[src/rtl/wb_retire.sv]
// Writeback/retire stage: in-order FIFO of completed instructions, one retirement per cycle.
// Optional commit trace ports are enabled by defining WB_COMMIT_TRACE_EN.
module wb_retire #(
    parameter int unsigned DEPTH = 4,
    parameter int unsigned PTR_W = 2
) (
    input  logic             clk,
    input  logic             rst,
    input  logic             in_valid,
    output logic             in_ready,
    input  logic             in_rf_wen,
    input  logic [4:0]       in_rd,
    input  logic [63:0]      in_data,
    input  logic [63:0]      in_pc,
`ifdef WB_COMMIT_TRACE_EN
    input  logic [31:0]      in_inst,
    output logic [31:0]      retire_inst,
    output logic             commit_valid,
`endif
    input  logic             wb_hold,
    output logic             validout,
    output logic             rf_wen_reg_wb,
    output logic [4:0]       rf_waddr,
    output logic [63:0]      wdata,
    output logic [63:0]      retire_pc,
    output logic [63:0]      instret,
    output logic [PTR_W:0]   fifo_cnt
);

    logic             wen_mem  [DEPTH];
    logic [4:0]       rd_mem   [DEPTH];
    logic [63:0]      data_mem [DEPTH];
    logic [63:0]      pc_mem   [DEPTH];
`ifdef WB_COMMIT_TRACE_EN
    logic [31:0]      inst_mem [DEPTH];
    logic [31:0]      inst_q;
`endif

    logic [PTR_W-1:0] wr_ptr_q, rd_ptr_q;
    logic [PTR_W:0]   cnt_q, cnt_d;
    logic             full, push, pop;
    logic             valid_q, wen_q;
    logic [4:0]       waddr_q;
    logic [63:0]      wdata_q, pc_q, instret_q;

    // A full FIFO refuses pushes even if a pop frees a slot this cycle.
    always_comb begin
        full  = (cnt_q == (PTR_W+1)'(DEPTH));
        push  = in_valid & ~full;
        pop   = (cnt_q != '0) & ~wb_hold;
        cnt_d = cnt_q;
        if (push && !pop) begin
            cnt_d = cnt_q + (PTR_W+1)'(1);
        end else if (!push && pop) begin
            cnt_d = cnt_q - (PTR_W+1)'(1);
        end
    end

    // Storage is unreset; entries are only ever read once written.
    always_ff @(posedge clk) begin
        if (push) begin
            wen_mem[wr_ptr_q]  <= in_rf_wen;
            rd_mem[wr_ptr_q]   <= in_rd;
            data_mem[wr_ptr_q] <= in_data;
            pc_mem[wr_ptr_q]   <= in_pc;
`ifdef WB_COMMIT_TRACE_EN
            inst_mem[wr_ptr_q] <= in_inst;
`endif
        end
    end

    always_ff @(posedge clk) begin
        if (rst) begin
            wr_ptr_q  <= '0;
            rd_ptr_q  <= '0;
            cnt_q     <= '0;
            valid_q   <= 1'b0;
            wen_q     <= 1'b0;
            waddr_q   <= '0;
            wdata_q   <= '0;
            pc_q      <= '0;
            instret_q <= '0;
`ifdef WB_COMMIT_TRACE_EN
            inst_q    <= '0;
`endif
        end else begin
            cnt_q   <= cnt_d;
            valid_q <= pop;
            wen_q   <= pop ? wen_mem[rd_ptr_q] : 1'b0;
            if (push) begin
                wr_ptr_q <= wr_ptr_q + PTR_W'(1);
            end
            if (pop) begin
                rd_ptr_q <= rd_ptr_q + PTR_W'(1);
                waddr_q  <= rd_mem[rd_ptr_q];
                // x0 still clears its scoreboard bit but always writes zero.
                wdata_q  <= (rd_mem[rd_ptr_q] == 5'd0) ? 64'd0 : data_mem[rd_ptr_q];
                pc_q     <= pc_mem[rd_ptr_q];
`ifdef WB_COMMIT_TRACE_EN
                inst_q   <= inst_mem[rd_ptr_q];
`endif
            end
            if (valid_q) begin
                instret_q <= instret_q + 64'd1;
            end
        end
    end

    always_comb begin
        in_ready      = ~full;
        validout      = valid_q;
        rf_wen_reg_wb = wen_q;
        rf_waddr      = waddr_q;
        wdata         = wdata_q;
        retire_pc     = pc_q;
        instret       = instret_q;
        fifo_cnt      = cnt_q;
`ifdef WB_COMMIT_TRACE_EN
        retire_inst   = inst_q;
        commit_valid  = valid_q;
`endif
    end

endmodule

[config.mk]
export PLATFORM = sky130hd
export DESIGN_NAME = wb_retire
export DESIGN_NICKNAME = d
export VERILOG_FILES = /design/src/rtl/wb_retire.sv
export SDC_FILE = /design/constraint.sdc
export NUM_CORES = 1
export LEC_CHECK = 0
export CORE_MARGIN = 2
export CORE_UTILIZATION = 50
export CTS_CLUSTER_DIAMETER = 50
export CTS_CLUSTER_SIZE = 16
export DETAILED_ROUTE_END_ITERATION = 7
export PLACE_DENSITY = 0.76
export REMOVE_ABC_BUFFERS = 1
export SLEW_MARGIN = 10
export SYNTH_ARGS = -nofsm -noshare
export SYNTH_HDL_FRONTEND = slang
export SYNTH_SLANG_ARGS = --single-unit
[constraint.sdc]
create_clock -name clk -period 4.55 [get_ports clk]
set_clock_uncertainty 0.2 [all_clocks]
set_input_delay 0.6825 -clock clk [delete_from_list [all_inputs] [get_ports clk]]
set_output_delay 0.6825 -clock clk [all_outputs]
set_load 0.05 [all_outputs]
==> metrics.txt, run 1 <==
# TYPE chip_impl_metric gauge
chip_impl_metric{name="layout-drive-gt1-share",unit="%"} 14.28
chip_impl_metric{name="grt_pass1_vias",unit=""} 15710
chip_impl_metric{name="whs",unit="ns"} 0.2548
chip_impl_info{name="clock_tree_from_tritoncts",value="built"} 1
chip_impl_metric{name="design.final.nets",unit=""} 2060
chip_impl_metric{name="ir_worst_vdd",unit="mV"} 0.4662
chip_impl_metric{name="grt_first_pass_wirelength",unit="µm"} 92440
chip_impl_metric{name="design.portCount",unit=""} 341
chip_impl_metric{name="placer_congestion_estimate",unit=""} 0.8586
chip_impl_metric{name="die_h",unit="µm"} 236.4
chip_impl_metric{name="yosys_register_bits",unit=""} 744
chip_impl_metric{name="ys_seq_area_share",unit="%"} 75.03
chip_impl_metric{name="detailed_route_wl",unit="µm"} 60600
chip_impl_metric{name="synth-edff-count",unit=""} 536
chip_impl_metric{name="antenna_found_initial",unit=""} 17
chip_impl_metric{name="drt_pass1_iterations",unit=""} 5
chip_impl_metric{name="route.vias.total",unit=""} 15300
chip_impl_metric{name="core_area",unit="µm²"} 53600
chip_impl_info{name="worstSetupStartpoint",value="fifo_cnt[0]"} 1
chip_impl_metric{name="post_layout_nonfiller_instances",unit=""} 2677
chip_impl_info{name="worst_hold_startpoint",value="retire_pc[42]"} 1
chip_impl_metric{name="period_share",unit="%"} 69.88
chip_impl_metric{name="floorplan.initialDensity",unit="%"} 50.38
chip_impl_info{name="rsz0062_at_grt",value="no"} 1
chip_impl_metric{name="worst_path_required_time",unit="ns"} 4.86
chip_impl_metric{name="clkTransAtPathRegs",unit="ns"} 0.07
chip_impl_metric{name="port_buffers",unit=""} 340
chip_impl_metric{name="dp.cells",unit=""} 2542
chip_impl_metric{name="track_usage",unit="%"} 21.71
chip_impl_metric{name="numClockSinks",unit=""} 744
chip_impl_metric{name="report.power.total",unit="mW"} 19.33
chip_impl_info{name="timing.rr.start",value="fifo_cnt[0]"} 1
chip_impl_metric{name="die_width",unit="µm"} 236.4
chip_impl_metric{name="cts_hold_buffers",unit=""} 0
chip_impl_metric{name="timing.critical_path.arrival",unit="ns"} 3.49
chip_impl_metric{name="cts_setup_buffers",unit=""} 0
chip_impl_metric{name="timing.max_slew.rel_slack",unit="%"} 24.27
chip_impl_metric{name="least_margin_pin_slew",unit="ns"} 1.136
chip_impl_metric{name="synthArstFlopShare",unit="%"} 0
chip_impl_metric{name="worstSkewPairLatency",unit="ns"} 0.60
chip_impl_metric{name="ys.warnings.count",unit=""} 0
chip_impl_metric{name="finalCriticalPeriod",unit="ns"} 3.180
chip_impl_metric{name="power_per_cell_area",unit="nW/µm²"} 575.1
chip_impl_metric{name="std_cell_rows",unit=""} 85
chip_impl_metric{name="average_footprint_of_a_synthesized_cell",unit="µm²"} 17.34
chip_impl_metric{name="maxSlewViolCount",unit=""} 0
chip_impl_metric{name="max-cap-violations",unit=""} 0
chip_impl_metric{name="cts_max_path_buffers",unit=""} 3
chip_impl_metric{name="grt-ovfl-total",unit=""} 0
chip_impl_metric{name="vias_per_cell",unit=""} 5.714
chip_impl_info{name="outcome",value="complete, no violations"} 1
chip_impl_metric{name="die_area",unit="µm²"} 55880
chip_impl_metric{name="detailed_route_iter0_violations",unit=""} 1021
chip_impl_metric{name="drt_drc_violations_left",unit=""} 0
chip_impl_metric{name="dp_hpwl",unit="µm"} 36850
chip_impl_info{name="worst_setup_path_end_kind",value="flip-flop"} 1
chip_impl_metric{name="postSynthCellCount",unit=""} 1557
chip_impl_metric{name="setup_viol",unit=""} 0
chip_impl_info{name="kind_of_path_behind_the_tightest_hold_check",value="reg -> reg"} 1
chip_impl_metric{name="ant_nets",unit=""} 0
chip_impl_metric{name="cts_htree_levels",unit=""} 3
chip_impl_info{name="setup.worst_path.class",value="reg -> reg"} 1
chip_impl_info{name="most_frequently_used_flop_master_after_synthesis",value="edfxtp_1"} 1
chip_impl_metric{name="numCtsBuffers",unit=""} 67
chip_impl_info{name="start_kind",value="flip-flop"} 1
chip_impl_metric{name="routedWlPerCell",unit="µm"} 22.64
chip_impl_metric{name="area_after_detailed_placement",unit="µm²"} 31300
chip_impl_metric{name="fillerInstances",unit=""} 3772
chip_impl_metric{name="netlist_area",unit="µm²"} 27000
chip_impl_metric{name="yosys.cell_types.count",unit=""} 41
chip_impl_metric{name="grt_max_degree",unit=""} 87
chip_impl_metric{name="fmax",unit="MHz"} 314.5
chip_impl_metric{name="syn2layout_area_growth",unit="%"} 24.48
chip_impl_info{name="clock_tree.root_cell",value="clkbuf_16"} 1
chip_impl_metric{name="cts_resized",unit=""} 0
chip_impl_metric{name="hold_viol_final",unit=""} 0
chip_impl_metric{name="worst-path-max-fanout",unit=""} 70
chip_impl_metric{name="post-route-cell-area",unit="µm²"} 33610
chip_impl_metric{name="leakage",unit="nW"} 10.77
-- cells in the final DEF, fill, tap and decap left out, types with 19 or more instances in the layout --
| master | n |
|---|---|
| nand4_1 | 29 |
| o21ai_1 | 19 |
| edfxtp_1 | 536 |
| buf_4 | 20 |
| or3_1 | 22 |
| clkbuf_16 | 68 |
| nand2_1 | 163 |
| nor2_1 | 50 |
| mux4_2 | 134 |
| clkdlybuf4s50_1 | 339 |
| a22o_1 | 64 |
| xor2_1 | 26 |
| clkbuf_1 | 20 |
| nand3_1 | 26 |
| dfxtp_1 | 204 |
| a21oi_1 | 101 |
-- critical path, stage by stage (launching register included) --
cell and delay [ns]:
dfxtp_1 0.37, nor3_1 0.34, nor2_4 0.06, inv_2 0.06
buf_4 0.68, ha_1 0.32, inv_1 0.06, fa_1 0.37
xor2_1 0.17, or3_1 0.31, a21oi_1 0.14
-- layout make-up --
cell class	instances	area [µm²]	share of cell area (%)
sequential	744	20270	60.32
multi-input combinational	722	6371	18.95
timing repair buffer	369	3744	11.14
clock buffer	91	1818	5.409
tap	696	870.8	2.591
clock inverter	31	461.7	1.374
inverter	11	41.29	0.1228
antenna	13	32.53	0.09678
-- final timing paths --
kind | slack [ns] | to | cells past startpoint
worst max-delay path | 1.37 | fifo_cnt[2] | 10
worst max register to register | 1.37 | fifo_cnt[2] | 10
worst min register to register | 0.25 | retire_pc[42] | 2
worst min-delay path | 0.25 | retire_pc[42] | 2
-- power by group --
part	switching, mW	total (mW)	internal [mW]
Clock	2.51	5.83	3.33
Sequential	0.517	8.74	8.22
Combinational	2.82	4.76	1.94
-- synth_stat cells (all sizes together) (11+ instances only) --
cell | number | area share, %
a22o | 64 | 2.1
a21oi | 101 | 1.9
o21ai | 23 | 0.43
nor2 | 52 | 0.72
edfxtp | 536 | 60
nand4 | 30 | 0.72
dfxtp | 208 | 15
nand3 | 26 | 0.48
xor2 | 26 | 0.84
or3 | 22 | 0.51
nand2 | 163 | 2.3
inv | 11 | 0.15
buf | 21 | 0.54
mux4 | 134 | 11
clkbuf | 59 | 0.82
-- metrics by stage --
step	utilization [%]	setup slack, ns	setup TNS, ns
after global placement	58.40	0.8565	0
final	62.71	1.370	0
after CTS	62.65	1.349	0
after floorplan	-	-1.653	-462.45
after detailed placement	58.40	0.8578	0
after global routing	62.69	1.193	0
-- per-layer routing --
metal	track usage [%]	share of wire, %	wire, µm	vias to the layer above
li1	-	-	-	6842
met2	35.99	50	30210	522
met4	7.595	2.5	1497	12
met3	7.185	8.4	5106	107
met5	0	0.13	80	-
met1	26.84	39	23710	7814
-- cell families (layout without fill, tap and decap cells) --
family | after synthesis | after routing | synth area share [%]
fa+ha+maj | 7 | 7 | 0.3521
buf+inv | 91 | 502 | 1.515
simple gates | 342 | 342 | 5.917
compound gates | 200 | 200 | 4.735
other cells | 0 | 13 | 0
flops | 744 | 744 | 75.03
mux | 137 | 137 | 11.29
xor+xnor | 36 | 36 | 1.168
-- flip-flops by register name, summed over array words and instances, names as in the netlist, named ones only --
name	cells
rd_ptr_q	2
fifo_cnt	3
wen_mem	4
wdata	64
instret	64
pc_mem	256
rf_waddr	5
retire_pc	64
wr_ptr_q	2
rf_wen_reg_wb	1
data_mem	256
rd_mem	20
validout	1
(Power assumes the default switching activity.)
==> run 2: changes to the inputs <==
==> constraint.sdc (replaced) <==
create_clock -name clk -period 2.8 [get_ports clk]
set_clock_uncertainty 0.2 [all_clocks]
set_input_delay 0.42 -clock clk [delete_from_list [all_inputs] [get_ports clk]]
set_output_delay 0.42 -clock clk [all_outputs]
set_load 0.05 [all_outputs]
==> run 2 against run 1 <==
Against the previous run: core utilization rose by 0.61 points; register-to-register slack got worse by 1.2 ns; clock power grew 61%; critical endpoint is now validout.
==> metrics.txt, run 2 (synthesis results as in run 1) <==
# TYPE chip_impl_metric gauge
chip_impl_metric{name="area_after_detailed_placement",unit="µm²"} 31610
chip_impl_metric{name="grt.met3_usage",unit="%"} 6.319
chip_impl_info{name="outcome",value="complete, no violations"} 1
chip_impl_metric{name="leakage",unit="nW"} 10.92
chip_impl_info{name="critPathSlowestCell",value="clkdlybuf4s50_1"} 1
chip_impl_metric{name="grt_max_degree",unit=""} 73
chip_impl_metric{name="routedWlPerCell",unit="µm"} 22.25
chip_impl_info{name="clock_tree_from_tritoncts",value="built"} 1
chip_impl_metric{name="design.final.nets",unit=""} 2087
chip_impl_metric{name="grt.met2_usage",unit="%"} 36.00
chip_impl_metric{name="numCtsBuffers",unit=""} 69
chip_impl_metric{name="hold_viol_final",unit=""} 0
chip_impl_metric{name="maxSlewViolCount",unit=""} 0
chip_impl_metric{name="switching_pwr",unit="mW"} 9.614
chip_impl_metric{name="fmax",unit="MHz"} 371.2
chip_impl_info{name="setup.worst_path.class",value="reg -> out"} 1
chip_impl_metric{name="timing.critical_path.buf_inv",unit=""} 1
chip_impl_info{name="layout_common_cells",value="536 x edfxtp_1, 338 x clkdlybuf4s50_1, 204 x dfxtp_1, 163 x nand2_1, 134 x mux4_2"} 1
chip_impl_metric{name="std_cell_rows",unit=""} 85
chip_impl_metric{name="p_int",unit="mW"} 21.86
chip_impl_metric{name="die_area",unit="µm²"} 55880
chip_impl_metric{name="setup_viol",unit=""} 0
chip_impl_metric{name="antenna_found_initial",unit=""} 15
chip_impl_metric{name="die_h",unit="µm"} 236.4
chip_impl_info{name="reg_top3",value="data_mem: 256 flops, pc_mem: 256 flops"} 1
chip_impl_metric{name="drt_pass1_iterations",unit=""} 5
chip_impl_metric{name="ant_nets",unit=""} 0
chip_impl_metric{name="worstSkewPairLatency",unit="ns"} 0.60
chip_impl_info{name="grt-busiest-layer",value="met2"} 1
chip_impl_metric{name="drt_drc_violations_left",unit=""} 0
chip_impl_metric{name="swShare",unit="%"} 30.55
chip_impl_metric{name="crit_path_max_incr_delay",unit="ns"} 0.89
chip_impl_metric{name="core_area",unit="µm²"} 53600
chip_impl_metric{name="die_width",unit="µm"} 236.4
chip_impl_metric{name="combPwrFrac",unit="%"} 25.6
chip_impl_info{name="worstPathCellList",value="clkdlybuf4s50_1"} 1
chip_impl_metric{name="dp_hpwl",unit="µm"} 37340
chip_impl_metric{name="timing.critical_path.arrival",unit="ns"} 2.07
chip_impl_metric{name="grt-ovfl-total",unit=""} 0
chip_impl_metric{name="layout.core_utilization",unit="%"} 63.32
chip_impl_metric{name="clkTransAtPathRegs",unit="ns"} 0.07
chip_impl_metric{name="finalCriticalPeriod",unit="ns"} 2.694
chip_impl_metric{name="layout-drive-gt1-share",unit="%"} 15.57
chip_impl_metric{name="sequentialPowerShare",unit="%"} 44.5
chip_impl_info{name="critical-path-top-delay-family",value="buffers and inverters"} 1
chip_impl_metric{name="grt_first_pass_wirelength",unit="µm"} 90990
chip_impl_info{name="clock_tree.root_cell",value="clkbuf_16"} 1
chip_impl_metric{name="placer_congestion_estimate",unit=""} 0.8834
chip_impl_metric{name="syn2layout_area_growth",unit="%"} 25.70
chip_impl_metric{name="gr-usage-met1",unit="%"} 26.99
chip_impl_metric{name="ir_worst_vdd",unit="mV"} 0.7556
chip_impl_metric{name="whs",unit="ns"} 0.2407
chip_impl_metric{name="period_share",unit="%"} 96.22
chip_impl_metric{name="design.portCount",unit=""} 341
chip_impl_metric{name="floorplan.initialDensity",unit="%"} 50.38
chip_impl_metric{name="power_per_cell_area",unit="nW/µm²"} 927.3
chip_impl_metric{name="worst_path_required_time",unit="ns"} 2.18
chip_impl_metric{name="least_margin_pin_slew",unit="ns"} 1.019
chip_impl_metric{name="port_buffers",unit=""} 340
chip_impl_metric{name="route.vias.total",unit=""} 15250
chip_impl_metric{name="worst-path-max-fanout",unit=""} 9
chip_impl_metric{name="grt_pass1_vias",unit=""} 15550
chip_impl_info{name="rsz0062_at_grt",value="no"} 1
chip_impl_metric{name="report.power.total",unit="mW"} 31.47
chip_impl_info{name="kind_of_path_behind_the_tightest_hold_check",value="in -> reg"} 1
chip_impl_metric{name="vias_per_cell",unit=""} 5.640
chip_impl_metric{name="timing.max_slew.rel_slack",unit="%"} 32.05
chip_impl_info{name="final_common_cell",value="edfxtp_1"} 1
chip_impl_info{name="worst_setup_path_end_kind",value="output port"} 1
chip_impl_metric{name="clock_power_share",unit="%"} 29.9
chip_impl_metric{name="detailed_route_iter0_violations",unit=""} 1062
chip_impl_metric{name="max-cap-violations",unit=""} 0
chip_impl_metric{name="post-route-cell-area",unit="µm²"} 33940
chip_impl_metric{name="cts_setup_buffers",unit=""} 0
chip_impl_metric{name="cts_max_path_buffers",unit=""} 3
chip_impl_metric{name="track_usage",unit="%"} 21.45
chip_impl_metric{name="cts_htree_levels",unit=""} 3
chip_impl_info{name="start_kind",value="flip-flop"} 1
chip_impl_metric{name="numClockSinks",unit=""} 744
chip_impl_metric{name="detailed_route_wl",unit="µm"} 60140
==> run 2: changes by cell type in the layout (fill, tap and decap cells not counted), sizes merged, moves of 3 or more <==
cell	change
clkinvlp	+4
inv	+3
bufinv	-5
diode	-3
buf	+24
==> run 2: worst paths after layout <==
path	start	end	slack [ns]	cells past startpoint
hold / removal	in_data[39]	data_mem[1][39]	0.24	1
setup reg to reg	flip-flop	wdata[31]	0.16	5
hold reg to reg	retire_pc[18]	retire_pc[18]	0.25	2
setup / recovery	validout	validout	0.11	1
==> run 2: power groups by stage <==
stage | combinational (mW) | clock [mW] | sequential [mW]
after detailed placement | 8.17 | 0 | 14.2
after floorplan | 3.03 | 0 | 16.6
after global routing | 8.52 | 10.0 | 14.1
after CTS | 8.19 | 9.61 | 14.0
final | 8.07 | 9.40 | 14.0
after global placement | 8.08 | 0 | 14.1
==> run 2: metrics by stage <==
| step | instances | setup TNS (ns) | worst slack [ns] |
|---|---|---|---|
| floorplan | 1477 | -1646.03 | -3.403 |
| global placement | 2566 | 0 | 0.1686 |
| detailed placement | 2566 | 0 | 0.1583 |
| CTS | 2693 | 0 | 0.01739 |
| global route | 2699 | 0 | 0.07097 |
| finish | 2703 | 0 | 0.1058 |
==> run 2: timing repair <==
item	4_1_cts	5_1_grt
hold buffers	1	0
hold endpoints to repair	13	0
setup endpoints to repair	0	1
gates resized for setup	0	1
==> run 2: final cells by class <==
cell class / instances / area [µm²]
Sequential cell: 744 / 20270
Fill cell: 3700 / 19660
Multi-Input combinational cell: 722 / 6371
Timing Repair Buffer: 394 / 4061
Clock buffer: 92 / 1907
Tap cell: 696 / 870.8
Clock inverter: 34 / 391.6
Inverter: 11 / 41.29
Antenna cell: 10 / 25.02
==> run 2: metal layers <==
layer  vias up  part of all wire [%]
met3       107                   8.1
met1      7718                    39
met4        12                   2.5
met5         -                  0.13
li1       6890                     -
met2       518                    50
